[src/rtl/voice_alloc.sv]
// voice_alloc -- note-on/note-off voice allocator for a small tone-generator bank.
//
// Each accepted key message passes through a three-state FSM:
//   IDLE   : msg_ready high. An accepted message is registered here.
//   SEARCH : hit, lowest free and oldest voice are found against the registered
//            message. The decision takes effect on the edge that leaves SEARCH.
//   COMMIT : voice_trig/steal pulse for exactly this cycle, then back to IDLE.
// A voice is chosen in this order: a voice already holding the note
// (retrigger), the lowest-index free voice, or the least-recently started
// voice (steal). Recency is a 2-bit rank per voice: 0 is newest and
// NVOICE-1 is oldest.
//
// Ports:
//   clk, rst           clock; synchronous active-high reset
//   msg_valid, msg     key message: msg[7] 1=on/0=off, msg[6:0] note id
//   msg_ready          high only in IDLE
//   voice_on           per-voice active flag
//   voice_note         7-bit note per voice; voice i at [7i+6:7i]
//   voice_trig, steal  single-cycle pulses during COMMIT
//   active_cnt         population count of voice_on

module voice_slot #(
    parameter int            RW       = 2,
    parameter logic [RW-1:0] RST_RANK = '0
) (
    input  logic          clk,
    input  logic          rst,
    input  logic          load,   // note-on lands here: becomes newest
    input  logic          clear,  // note-off for the note held here
    input  logic          age,    // another voice was started: rank grows by one
    input  logic [6:0]    id,
    output logic          on,
    output logic [6:0]    note,
    output logic [RW-1:0] rank,
    output logic          hit
);
    always_ff @(posedge clk) begin
        if (rst) begin
            on   <= 1'b0;
            note <= 7'd0;
            rank <= RST_RANK;
        end else if (load) begin
            on   <= 1'b1;
            note <= id;
            rank <= '0;
        end else begin
            if (clear) on <= 1'b0;
            if (age)   rank <= rank + RW'(1);
        end
    end

    assign hit = on && (note == id);
endmodule

module voice_alloc #(
    parameter int NVOICE = 4
) (
    input  logic                  clk,
    input  logic                  rst,
    input  logic                  msg_valid,
    input  logic [7:0]            msg,
    output logic                  msg_ready,
    output logic [NVOICE-1:0]     voice_on,
    output logic [7*NVOICE-1:0]   voice_note,
    output logic [NVOICE-1:0]     voice_trig,
    output logic                  steal,
    output logic [2:0]            active_cnt
);
    localparam int IW = $clog2(NVOICE);

    typedef enum logic [1:0] {IDLE, SEARCH, COMMIT} state_t;

    state_t                     state;
    logic [7:0]                 msg_r;
    logic [NVOICE-1:0]          on_vec, hit_vec, load, clear, age, next_on;
    logic [NVOICE-1:0][6:0]     note_arr;
    logic [NVOICE-1:0][IW-1:0]  rank_arr;
    logic                       hit_any, free_any, in_search, is_on, on_commit, do_steal;
    logic [IW-1:0]              hit_idx, free_idx, old_idx, tgt;
    logic [6:0]                 id;
    logic [2:0]                 cnt_next;

    assign msg_ready  = (state == IDLE);
    assign voice_on   = on_vec;
    assign voice_note = note_arr;

    assign in_search = (state == SEARCH);
    assign is_on     = msg_r[7];
    assign id        = msg_r[6:0];
    // Note id 0 is silence: a note-on for it must not touch any voice.
    assign on_commit = in_search && is_on && (id != 7'd0);

    // Scanning downward lets the lowest index win for hit and free.
    always_comb begin
        hit_any  = 1'b0;
        hit_idx  = '0;
        free_any = 1'b0;
        free_idx = '0;
        old_idx  = '0;
        for (int i = NVOICE - 1; i >= 0; i--) begin
            if (hit_vec[i]) begin
                hit_any = 1'b1;
                hit_idx = IW'(i);
            end
            if (!on_vec[i]) begin
                free_any = 1'b1;
                free_idx = IW'(i);
            end
            if (rank_arr[i] == IW'(NVOICE - 1)) old_idx = IW'(i);
        end
    end

    assign tgt      = hit_any ? hit_idx : (free_any ? free_idx : old_idx);
    assign do_steal = on_commit && !hit_any && !free_any;

    // Ranks below the target's old rank shift up by one; the target goes to 0.
    // This keeps the ranks a permutation without any renormalisation.
    always_comb begin
        load  = '0;
        clear = '0;
        age   = '0;
        for (int i = 0; i < NVOICE; i++) begin
            load[i]  = on_commit && (tgt == IW'(i));
            age[i]   = on_commit && (rank_arr[i] < rank_arr[tgt]);
            clear[i] = in_search && !is_on && hit_vec[i];
        end
    end

    // active_cnt is registered from the same next-state as voice_on, so the
    // two always change on the same edge.
    assign next_on = (on_vec & ~clear) | load;
    always_comb begin
        cnt_next = 3'd0;
        for (int i = 0; i < NVOICE; i++) cnt_next = cnt_next + 3'(next_on[i]);
    end

    for (genvar g = 0; g < NVOICE; g++) begin : g_voice
        voice_slot #(
            .RW       (IW),
            .RST_RANK (IW'(g))
        ) u_slot (
            .clk   (clk),
            .rst   (rst),
            .load  (load[g]),
            .clear (clear[g]),
            .age   (age[g]),
            .id    (id),
            .on    (on_vec[g]),
            .note  (note_arr[g]),
            .rank  (rank_arr[g]),
            .hit   (hit_vec[g])
        );
    end

    always_ff @(posedge clk) begin
        if (rst) begin
            state      <= IDLE;
            msg_r      <= 8'd0;
            voice_trig <= '0;
            steal      <= 1'b0;
            active_cnt <= 3'd0;
        end else begin
            active_cnt <= cnt_next;
            case (state)
                IDLE: begin
                    voice_trig <= '0;
                    steal      <= 1'b0;
                    if (msg_valid) begin
                        msg_r <= msg;
                        state <= SEARCH;
                    end
                end
                SEARCH: begin
                    voice_trig <= load;
                    steal      <= do_steal;
                    state      <= COMMIT;
                end
                COMMIT: begin
                    voice_trig <= '0;
                    steal      <= 1'b0;
                    state      <= IDLE;
                end
                default: begin
                    voice_trig <= '0;
                    steal      <= 1'b0;
                    state      <= IDLE;
                end
            endcase
        end
    end
endmodule
[config.mk]
export PLATFORM = sky130hd
export DESIGN_NAME = voice_alloc
export DESIGN_NICKNAME = d
export VERILOG_FILES = /design/src/rtl/voice_alloc.sv
export SDC_FILE = /design/constraint.sdc
export NUM_CORES = 1
export LEC_CHECK = 0
export BUFFER_PORTS_ARGS = -buffer_cell sky130_fd_sc_hd__buf_2
export CELL_PAD_IN_SITES_DETAIL_PLACEMENT = 1
export CELL_PAD_IN_SITES_GLOBAL_PLACEMENT = 2
export CORE_MARGIN = 2
export CORE_UTILIZATION = 34
export CTS_BUF_LIST = sky130_fd_sc_hd__clkbuf_16
export CTS_CLUSTER_SIZE = 20
export DETAILED_ROUTE_END_ITERATION = 10
export PLACE_DENSITY = 0.81
export SLEW_MARGIN = 10
export SYNTH_ARGS = -nofsm -noshare
export SYNTH_HDL_FRONTEND = slang
export SYNTH_SLANG_ARGS = --single-unit
export TNS_END_PERCENT = 100
[constraint.sdc]
create_clock -name clk -period 4.3 [get_ports clk]
set_clock_uncertainty 0.15 [all_clocks]
set_input_delay 0.86 -clock clk [delete_from_list [all_inputs] [get_ports clk]]
set_output_delay 0.86 -clock clk [all_outputs]
set_load 0.02 [all_outputs]
# --- After elaboration in Yosys (flattened, before gate mapping) ---
# Index checks and enable logic that the tools add are counted.
word_totals:
  register_bits: 58
  input_bits: 11
  output_inout_bits: 41
  elab_cells: 127
classes:
  n_addsub: 7
  magnitude_cmp: 5
  eq_ne: 13
  mux: 40
  bitwise: 4
  n_reduce_logical: 39
ops:
  columns: ["operator", "n"]
  rows:
  - ["2-bit 2-to-1 mux", 20]
  - ["7-bit equality test", 4]
  - ["1-bit logical AND", 21]
  - ["1-bit 2-to-1 mux", 18]
  - ["2-bit nonzero test", 7]
  - ["2-bit equality test, second input constant", 6]
  - ["2-bit by 1-bit adder with 2-bit output, second input constant", 4]
  - ["2-bit < comparator", 4]
  - ["2-bit OR reduction", 4]
  - ["7-bit nonzero test", 1]
  - ["4-bit AND", 1]
  - ["2-bit binary-select mux with 2-bit select", 1]
  - ["2-bit by 1-bit equality test with 1-bit output, second input constant", 2]
  - ["2-bit zero test", 2]
  - ["4-bit NOT", 1]
  - ["4-bit bitwise OR", 1]
  - ["2-bit one-hot mux with 2 select lines", 1]
  - ["2-bit by 1-bit adder with 3-bit output", 1]
  - ["3-bit by 1-bit adder with 3-bit output", 1]
  - ["1-bit zero test", 3]
  - ["2-bit by 3-bit < comparator with 1-bit output, second input constant", 1]
  - ["1-bit by 1-bit adder with 2-bit output", 1]
  - ["2-bit inequality test, second input constant", 1]
  - ["2-bit AND reduction", 1]
  - ["1-bit NOT", 1]

# --- Depth between registers and ports, before layout ---
depth:
  depth_word: 13
  depth_mapped: 14

# --- Hierarchy ---
# A second synthesis with hierarchy kept.
hier_totals:
  cells_unflattened: 305
  hier_area_um2: 2870.3
modules_own_cells:
  columns: ["mod", "instances", "cells_per_inst", "area_each_um2", "seq_area_each_um2"]
  rows:
  - ["voice_alloc", 1, 129, 1113.6, 360.3]
  - ["voice_slot (g_voice[0].u_slot ...)", 2, 44, 439.2, 200.2]
  - ["voice_slot (g_voice[1].u_slot)", 1, 44, 441.7, 200.2]
  - ["voice_slot (g_voice[2].u_slot)", 1, 44, 436.7, 200.2]

# --- Worst setup path before layout ---
# Ideal clock, no wire load.
synth_path:
  kind: "register to register"
  startpoint: "register msg_r[0]"
  endpoint: "register active_cnt[1]"
  setup_time_ns: 0.128
  arrival_time_ns: 3.144
  setup_slack_ns: 0.879
  path_stages_with_launch: 15
  path_buffers: 2
  synth_period_minus_slack_ns: 3.421
  cell_sequence: "dfxtp_1 buf_6 xor2_1 nor4_1 nand4_1 o211ai_1 nand2_2 clkbuf_1 nor2_1 a21oi_1 fa_1 inv_1 ha_1 ha_1 nor2b_1"
synth_between:
  elab_chain_len: 13
  word_cells_on_any_way: 37
synth_rtl:
  columns: ["element", "line", "source"]
  rows:
  - ["from (decl)", "74", "logic [7:0] msg_r;"]
  - ["from (signal assigned)", "169", "msg_r <= msg;"]
  - ["7-bit equality test", "52", "assign hit = on && (note == id);"]
  - ["1-bit logical AND", "52", null]
  - ["2-bit 2-to-1 mux / 1-bit 2-to-1 mux (equally long branches) (4 in a row)", "101", "if (hit_vec[i]) begin"]
  - ["2-bit 2-to-1 mux", "113", "assign tgt = hit_any ? hit_idx : (free_any ? free_idx : old_idx);"]
  - ["2-bit by 1-bit equality test with 1-bit output / 2-bit zero test (equally long branches)", "123", "load[i] = on_commit && (tgt == IW'(i));"]
  - ["1-bit logical AND", "123", null]
  - ["4-bit bitwise OR (*)", "131", "assign next_on = (on_vec & ~clear) | load;"]
  - ["1-bit by 1-bit adder with 2-bit output", "134", "for (int i = 0; i < NVOICE; i++) cnt_next = cnt_next + 3'(next_on[i]);"]
  - ["2-bit by 1-bit adder with 3-bit output", "134", null]
  - ["3-bit by 1-bit adder with 3-bit output (*)", "134", null]
  - ["named net cnt_next[1]", "81", "logic [2:0] cnt_next;"]
  - ["to (signal assigned)", "163", "active_cnt <= cnt_next;"]
  - ["to (decl)", "67", "output logic [2:0] active_cnt"]
# The timed path passes the listed nets; every way through them passes the cells marked *.
# A chain may end at the register's enable or synchronous reset.

# --- Worst setup path after layout ---
# Ends and elaborated chain as after synthesis.

==> flow_summary.yaml <==
run_status:
  status: "complete, no violations"
power_and_ir_drop:
  total_power_mw: 1.296
  vdd_ir_drop_max_v: 0.0001764
  total_leakage_power_nw: 1.674
  power_per_cell_area_nw_per_um2: 362.1
routing:
  detailedRoute.firstPassIterationCount: 4
  wl_per_cell_microns: 17.01
  via_count: 2520
  wirelength_microns: 8268
  drt_iter0_markers: 74
  drcViolationCount: 0
  route.antenna.remaining_nets: 0
  detail_route.vias_per_cell: 5.185
layout:
  multiInputGateArea_sq_um: 1669
  areaGrowthSynthToFinish_pct: 17.78
  nNetsFinal: 393
  fraction_of_layout_cells_with_a_size_suffix_above_1_pct: 22.49
  num_antenna_cells: 0
  seqCellArea_sq_um: 1161
  n_fill_cell: 1052
yosys:
  synthCells: 332
  yosys_most_used_dff: "dfxtp_1"
  synth_warnings: 0
  yosysUniqueCellTypes: 52
  sequential_area_share_after_synthesis_pct: 38.21
  synth_seq_cells: 58
  synth-edff-count: 0
  most_area_hungry_cell_type_in_the_yosys_netlist: "dfxtp_1"
  fraction_of_synthesis_flops_using_an_asynchronous_set_or_reset_pin_pct: 0
  synthesis.nets: 350
  fraction_of_synthesized_cell_area_taken_by_the_top_area_cell_type_pct: 38.21
  synth.top_cells.by_area: "dfxtp_1, mux2i_1, xor2_1"
  syn_area_per_cell_sq_um: 9.154
  syn_area_sq_um: 3039
critical_path:
  rr_endpoint: "active_cnt[1]"
  timing.critical_path.slowest_stage_cell: "dfxtp_1"
  crit_end: "active_cnt[1]"
  critical_path.endpoint_type: "flip-flop"
  reg2reg_depth: 12
  timing.critical_path.depth: 12
  r2r_start: "msg_r[0]"
  critPathMostFrequentCell: "ha_1"
  critical_path_class: "reg -> reg"
  crit_path_dat_ps: 4020
  timing.critical_path.from: "msg_r[0]"
  worst-r2r-setup-slack_ps: 320
  timing.critical_path.cells: "xor2_1 -> nor4_1 -> and4_1 -> o311ai_4 -> nand2_1 -> nor2_1 -> a21oi_1 -> fa_1 -> inv_1 -> ha_1 -> ha_1 -> nor2b_1"
  setup.worst_path.start_class: "flip-flop"
  crit_family: "simple AND/OR/NAND/NOR gates"
  worst-path-max-fanout: 10
  critical_path_buf_inv_count: 1
  worst_ep_required_time_ps: 4340
  max_stage_delay_ps: 700
placement:
  pre_cts_ws_ps: 279.7
  place_congestion: 0.7864
  buffer_ports.inserted: 51
  post-dp-hpwl_microns: 6060
die:
  ioPinCount: 52
  initial_utilization_pct: 35.02
  floorplan.die.width_microns: 98.55
  rows: 34
  floorplan.die_area_sq_um: 9711
  chipHeight_microns: 98.55
  core_area_sq_um: 8678
cts:
  cts_hold_repair.buffers: 0
  cts.repair_timing.setup_buffer_count: 0
  clkSlewWorstSetupHoldPaths_ps: 50
  insertion_delay_ps: 320
  cts-root-buf: "clkbuf_16"
  cts.sinks: 58
  cts.htree.levels: 3
  cts.repair.resized: 0
  cts_inserted_buffers: 9
  cts_buffer_depth: 2
  cts_tree: "done"
job:
  max_cap_viol_count: 0
global_routing:
  gr-usage-all-layers_pct: 17.62
  gr-total-overflow: 0
  antenna_found_initial: 0
  grt_start_max_net_pins: 55
  grt_pass1_vias: 2590
  grt_first_pass_wirelength_microns: 13540
sta:
  fmax_mhz: 251.3
  timing.final.setup_violations: 0
  finalHoldViolations: 0
  timing_max_transition_violations_final: 0
  post-route-worst-setup-slack_ps: 320.6
  rsz0062_at_grt: "no"
  worstMarginPinSlew_ps: 686.3
  setup-tns-final_ps: 0
  timing.slew.headroom_pct: 53.34
  layout_worst_path_cycle_share_pct: 92.55
  period_needed_ps: 3979
hold_path:
  worst_hold_path_type: "reg -> reg"
synthesized netlist by cell type, types with 2 or more instances:
master and number:
nor3b_1 3, or4_1 2, o21ai_0 3, mux2i_2 3
buf_2 2, a311o_1 3, and4_1 4, xnor2_1 3
dfxtp_1 58, nor4b_1 2, nor4_1 5, nand4_1 6
nand2b_1 4, xor2_2 3, clkbuf_1 10, nor3_1 10
a21oi_1 14, nor2b_1 5, nand2_1 25, and2_1 2
a211oi_1 2, ha_1 6, buf_4 5, o211ai_1 2
o311a_1 2, mux2i_1 31, inv_1 11, or3_1 4
xor2_1 22, or2_2 3, and3_1 2, nor2_1 47
a31oi_1 2, o311ai_1 2, buf_6 7
area by class of cell:
cell class | instances | area share, %
clock buffers | 9 | 6.292
clock inverters | 5 | 1.328
inverters | 11 | 1.153
multi-input cells | 238 | 46.63
flip-flops and latches | 58 | 32.44
well taps | 108 | 3.775
repair buffers | 57 | 8.389
cells in the final DEF, fill, tap and decap left out, drive strengths merged, types with 4 or more instances in the layout:
master	n
nor2b	5
a21oi	14
nand4	6
nor2	47
and4	5
dfxtp	58
clkbuf	9
nor4	6
nand2b	4
inv	11
clkinv	4
ha	6
buf	57
mux2i	34
xor2	25
o311ai	4
or3	4
nand2	26
nor3	11
worst min-delay path by stage:
stage                                    from                        end  slack, ps  cells past startpoint
global placement    g_voice[0].u_slot.note[0]  g_voice[0].u_slot.note[0]        380                      2
global route             g_voice[0].u_slot.on                      steal        420                      2
finish                               msg_r[7]                   msg_r[7]        390                      2
CTS                                  msg_r[7]                   msg_r[7]        400                      2
floorplan                            msg_r[7]                   msg_r[7]        320                      2
detailed placement                   msg_r[7]                   msg_r[7]        390                      2
metal layers:
layer / wire length (microns) / GRT usage (%) / up-vias / part of all wire, %
li1: - / - / 1233 / -
met1: 3685 / 22.46 / 1220 / 45
met2: 4089 / 29.88 / 54 / 49
met3: 345 / 3.262 / 13 / 4.2
met4: 148 / 6.217 / 0 / 1.8
met5: 0 / 0 / - / 0
worst min-delay path, cell delays in order (launching register included):
cell     delay, ps
dfxtp_1        360
nand2_1         80
a21oi_1         60
cell families after synthesis:
| logic type | count (synthesis) | share of synthesized area (%) |
|---|---|---|
| AO/OA/AOI/OAI | 38 | 9.387 |
| XOR/XNOR | 28 | 8.810 |
| adder cells (fa/ha/maj) | 8 | 3.458 |
| buffers and inverters | 36 | 6.876 |
| flip-flops | 58 | 38.20 |
| multiplexers | 34 | 11.57 |
| AND/OR/NAND/NOR | 130 | 21.70 |
report_power, final:
group	total, mW	switching (mW)	internal (mW)
Sequential	0.561	0.0163	0.545
Clock	0.671	0.236	0.435
Combinational	0.0642	0.0384	0.0258
stage by stage:
step	std cells	hold WS (ps)	utilization (%)	instance area [sq um]
2_1_floorplan	332	324.3	-	3039
3_3_place_gp	472	376.7	38.11	3307
3_5_place_dp	472	386.4	38.11	3307
4_1_cts	486	395.7	41.25	3580
5_1_grt	486	423.9	41.25	3580
6_report	486	391.9	41.25	3580
registers in the layout (all words and copies together), names as in the netlist:
name and count:
active_cnt 3, g_voice.u_slot.note 28, g_voice.u_slot.on 4, g_voice.u_slot.rank 8, msg_r 8, state 2
steal 1, voice_trig 4
No activity file was read; power rests on OpenSTA's default activity.
